===== src/rtl/branch_redirect_pipem.sv =====
// Fetch-PC and redirect controller: owns the fetch PC, squashes younger stages
// after an accepted branch/jump, and produces the link write and a taken counter.
module branch_redirect_pipem #(
  parameter logic [31:0] RESET_PC     = 32'h0040_0000,
  parameter int          FLUSH_CYCLES = 2
) (
  input  logic        iCLK,
  input  logic        iRST,
  input  logic        iStall,
  input  logic        iBranch,
  input  logic        iLink,
  input  logic        iJump,
  input  logic [31:0] iTarget,
  input  logic [31:0] iPCEx,
  output logic [31:0] oPC,
  output logic        oFlush,
  output logic        oLinkWe,
  output logic [31:0] oLinkData,
  output logic        oMisalign,
  output logic [15:0] oTakenCount
);

  localparam logic [0:0] ST_RUN    = 1'b0;
  localparam logic [0:0] ST_FLUSH  = 1'b1;
  localparam logic [1:0] FCNT_INIT = 2'(FLUSH_CYCLES - 1);

  logic [0:0]  state_r;
  logic [0:0]  state_nxt_s;
  logic [1:0]  fcnt_r;
  logic [1:0]  fcnt_nxt_s;
  logic [31:0] pc_r;
  logic [31:0] pc_nxt_s;
  logic [31:0] pc_inc_s;
  logic [15:0] taken_cnt_r;
  logic [15:0] taken_cnt_nxt_s;
  logic        accept_s;
  logic        link_s;
  logic [31:0] link_data_nxt_s;
  logic        link_we_r;
  logic [31:0] link_data_r;
  logic        misalign_r;
  logic        misalign_nxt_s;

  // Next-state, next-PC and counter decode for the RUN/FLUSH controller.
  always_comb begin
    accept_s        = 1'b0;
    state_nxt_s     = state_r;
    fcnt_nxt_s      = fcnt_r;
    pc_inc_s        = pc_r + 32'd4;
    pc_nxt_s        = pc_r;
    taken_cnt_nxt_s = taken_cnt_r;
    case (state_r)
      ST_RUN: begin
        if (!iStall && (iBranch || iJump)) begin
          accept_s    = 1'b1;
          pc_nxt_s    = {iTarget[31:2], 2'b00};
          fcnt_nxt_s  = FCNT_INIT;
          state_nxt_s = ST_FLUSH;
          if (taken_cnt_r != 16'hFFFF) begin
            taken_cnt_nxt_s = taken_cnt_r + 16'd1;
          end else begin
            taken_cnt_nxt_s = taken_cnt_r;
          end
        end else if (!iStall) begin
          pc_nxt_s = pc_inc_s;
        end else begin
          pc_nxt_s = pc_r;
        end
      end
      ST_FLUSH: begin
        // Requests seen here belong to squashed instructions and are dropped.
        if (!iStall) begin
          pc_nxt_s = pc_inc_s;
          if (fcnt_r != 2'd0) begin
            fcnt_nxt_s = fcnt_r - 2'd1;
          end else begin
            state_nxt_s = ST_RUN;
          end
        end else begin
          pc_nxt_s = pc_r;
        end
      end
      default: begin
        state_nxt_s = ST_RUN;
        fcnt_nxt_s  = 2'd0;
      end
    endcase
  end

  // Link write and misalign pulse decode; both drop to zero on any stalled edge.
  always_comb begin
    link_s          = (state_r == ST_RUN) && !iStall && iLink;
    misalign_nxt_s  = accept_s && (iTarget[1:0] != 2'b00);
    link_data_nxt_s = link_data_r;
    if (link_s) begin
      link_data_nxt_s = iPCEx + 32'd4;
    end else begin
      link_data_nxt_s = link_data_r;
    end
  end

  // State, PC, counter and output registers with synchronous reset priority.
  always_ff @(posedge iCLK) begin
    if (iRST) begin
      state_r     <= ST_RUN;
      fcnt_r      <= 2'd0;
      pc_r        <= RESET_PC;
      taken_cnt_r <= 16'd0;
      link_we_r   <= 1'b0;
      link_data_r <= 32'd0;
      misalign_r  <= 1'b0;
    end else begin
      state_r     <= state_nxt_s;
      fcnt_r      <= fcnt_nxt_s;
      pc_r        <= pc_nxt_s;
      taken_cnt_r <= taken_cnt_nxt_s;
      link_we_r   <= link_s;
      link_data_r <= link_data_nxt_s;
      misalign_r  <= misalign_nxt_s;
    end
  end

  assign oPC         = pc_r;
  assign oFlush      = (state_r == ST_FLUSH);
  assign oLinkWe     = link_we_r;
  assign oLinkData   = link_data_r;
  assign oMisalign   = misalign_r;
  assign oTakenCount = taken_cnt_r;

endmodule


===== config.mk =====
export PLATFORM = sky130hd
export DESIGN_NAME = branch_redirect_pipem
export DESIGN_NICKNAME = d
export VERILOG_FILES = /design/src/rtl/branch_redirect_pipem.sv
export SDC_FILE = /design/constraint.sdc
export NUM_CORES = 1
export LEC_CHECK = 0
export ABC_AREA = 1
export CAP_MARGIN = 20
export CORE_ASPECT_RATIO = 0.6
export CORE_MARGIN = 4
export CORE_UTILIZATION = 40
export CTS_CLUSTER_SIZE = 10
export DETAILED_ROUTE_END_ITERATION = 6
export HOLD_SLACK_MARGIN = 0.1
export PLACE_DENSITY = 0.7
export SYNTH_ARGS = -nofsm -noshare
export SYNTH_HDL_FRONTEND = slang
export SYNTH_SLANG_ARGS = --single-unit

===== constraint.sdc =====
create_clock -name iCLK -period 2.15 [get_ports iCLK]
set_input_delay 0.215 -clock iCLK [delete_from_list [all_inputs] [get_ports iCLK]]
set_output_delay 0.215 -clock iCLK [all_outputs]
set_load 0.01 [all_outputs]

==> key figures <==
Floorplan
  – Die Y: 94.9 um
  – I/O pin count: 153
  – Core ar.: 0.0122 mm^2
  – Die ar.: 0.0145 mm^2
  – Starting density of the core: 0.414
  – Std-Cell Rows: 31
  – Die Wd: 153 um

Cells and area
  – Post-route cell area: 0.00711 mm^2
  – Fraction of layout cells with a size suffix above 1: 0.0628
  – Final design utilization: 0.584
  – Area grow syn2layout: 41.2%
  – Final #Nets: 1024
  – Final non-filler cell total: 1120
  – Antenna diodes: 0

GRT
  – Initial antenna violation count: 0
  – Vias in the first global route: 4799
  – GRT Resource Usage Total: 0.218
  – First-pass GRT wire length: 25400 um
  – Global route overflow: 0
  – Largest net degree at the start of global routing: 54

Place
  – PortBufs: 150
  – Cell area after placement: 0.00680 mm^2
  – Routability cong.: 0.963
  – Post-DP HPWL: 12500 um
  – DP Cell Count: 1104

Route
  – DR WL/cell: 14.5 um
  – DRT iter0 DRCs: 377
  – Vias per cell: 4.88
  – Max Used Layer: met4
  – WL met1: 8850 um
  – Drt drc: 0
  – Met2 Wirelength: 6040 um
  – Via count: 5460
  – Met3 wire len: 1230 um
  – WL final: 16200 um
  – DRT Pass-1 Iters: 5
  – Post-route ant nets: 0

Hold path
  – Hold EP: oPC[22]$_SDFF_PP1_
  – Worst hold path depth: 3
  – Hold WC Path Type: primary input to flop
  – Hold Crit Start: iTarget[22]

STA
  – Hold_ws: 0.461 ns
  – Maximum operating frequency: 0.562 GHz
  – Slew Viols, Final: 0
  – Worst Skew: 0.0108 ns
  – Fin crit period: 1.78 ns
  – Final Hold Viols: 0
  – Setup TNS: 0 ns
  – Final Cycle Share: 0.827
  – Final setup violation count: 0
  – Unrepaired setup endpoints after global routing: false

Clocking
  – Worst skew pair latency: 0.34 ns
  – CTS Buffer Depth: 2
  – H-tree lvl count: 3
  – Cts repair resizes: 0
  – Clock Sinks: 83
  – Clock-pin slew on the worst setup and hold paths: 0.07 ns
  – TritonCTS buffer count: 9
  – CTS root buffer: clkbuf_16
  – Number of setup buffers added after CTS: 0
  – Hold Buf Count CTS: 0
  – TritonCTS clock tree: done

Setup path
  – FF-to-FF End: oTakenCount[8]$_SDFFE_PP0P_
  – Worst setup SP type: flop
  – CP Class: flop to flop
  – Arr. time, crit path: 2.04 ns
  – Critical path peak fanout: 14
  – Worst r2r path cells: 10
  – Worst Path Required: 2.41 ns
  – CP Capture Type: flop
  – Reg2Reg Setup Slack: 0.37 ns
  – FF-to-FF Start: oTakenCount[1]$_SDFFE_PP0P_

Logic synthesis
  – Area contributors post-synth: dfxtp_1, nand2_1, nor2_1, inv_1, nand3_1
  – Yosys warning total: 0
  – EDFF count, synth: 0
  – Flops & latches, synth: 83
  – Mean area per synthesized cell: 6.34 um^2
  – Synth async-reset ratio: 0
  – Count leader, synth: nand2_1
  – Leading area contributor after synthesis: dfxtp_1
  – Predominant post-synthesis flop cell: dfxtp_1
  – Synth cell count leaders: nand2_1, nor2_1, inv_1
  – Mapped cell area: 0.00504 mm^2
  – Post-Synthesis Cells: 795
  – Area share of the largest cell type after synthesis: 0.330
  – Post-synth cell types: 41
  – Sequential fraction of the synthesis area: 0.330

Pwr
  – Peak supply drop: 0.000398 V
  – PwrDens: 591 mW/mm^2
  – P_leak: 3.07 nW

Flow run
  – Max Cap Viol: 0

Run status
  – Status: finished, final reports clean
state kept, by name (all words and copies together) (netlist names):
register	cells
oLinkData	32
oPC	30
fcnt_r	2
oTakenCount	16
oMisalign	1
oLinkWe	1
oFlush	1
metrics by stage:
step                setup WS [ns]  power (W)
finish                      0.372    0.00421
global route                0.169    0.00441
CTS                         0.350    0.00426
detailed placement          0.144    0.00262
global placement            0.179    0.00261
floorplan                   0.491    0.00214
report_power, final:
part           internal, W  switching, W  total, W
Combinational     0.000433      0.000415  0.000848
Clock             0.000968      0.000649   0.00162
Sequential         0.00164     0.0000992   0.00174
Total              0.00304       0.00116   0.00421
kinds of logic after synthesis:
| kind of cell | count (synthesis) | synth area share |
|---|---|---|
| simple gates | 442 | 0.390 |
| buf+inv | 136 | 0.109 |
| compound gates | 103 | 0.116 |
| flops | 83 | 0.330 |
| xor+xnor | 26 | 0.0452 |
| fa+ha+maj | 4 | 0.00994 |
| other cells | 1 | 0.000744 |
worst max-delay path: stages, from the launching register on:
cell	delay [ns]
dfxtp_1	0.41
ha_1	0.23
nand3_2	0.16
nor2_4	0.16
nand2_2	0.07
nor2_2	0.10
nand2_2	0.08
nand2_4	0.07
buf_4	0.19
nand2_1	0.06
a21oi_1	0.15
layer usage:
metal	vias to the layer above	track usage
li1	2831	-
met1	2439	0.352
met2	181	0.286
met3	9	0.0554
met4	0	0.0326
met5	-	0
worst max-delay path by stage:
stage                           startpoint                            to  slack [ns]
6_report       oTakenCount[1]$_SDFFE_PP0P_   oTakenCount[8]$_SDFFE_PP0P_        0.37
3_3_place_gp                      iPCEx[7]    oLinkData[27]$_SDFFE_PP0P_        0.18
5_1_grt        oTakenCount[1]$_SDFFE_PP0P_   oTakenCount[8]$_SDFFE_PP0P_        0.17
4_1_cts        oTakenCount[1]$_SDFFE_PP0P_   oTakenCount[8]$_SDFFE_PP0P_        0.35
2_1_floorplan  oTakenCount[1]$_SDFFE_PP0P_  oTakenCount[15]$_SDFFE_PP0P_        0.49
3_5_place_dp                      iPCEx[3]    oLinkData[26]$_SDFFE_PP0P_        0.14
cell usage in the layout (no fill, tap or decap), types with 15 or more instances in the layout:
master	count
nand2_1	196
clkdlybuf4s50_1	150
nor2_1	117
inv_1	108
dfxtp_1	83
nand3_1	53
o21ai_0	51
a21oi_1	28
nor3_1	23
xor2_1	15
nand3b_1	15
buf_4	15
area by class of cell:
| class | count | area (um^2) |
|---|---|---|
| inverter | 111 | 418 |
| tap | 165 | 206 |
| multi-input combinational | 577 | 2840 |
| timing repair buffer | 168 | 1670 |
| fill | 1205 | 5070 |
| clock inverter | 5 | 60.1 |
| sequential | 83 | 1660 |
| clock buffer | 11 | 253 |
Power figures use the tool's default switching activity.
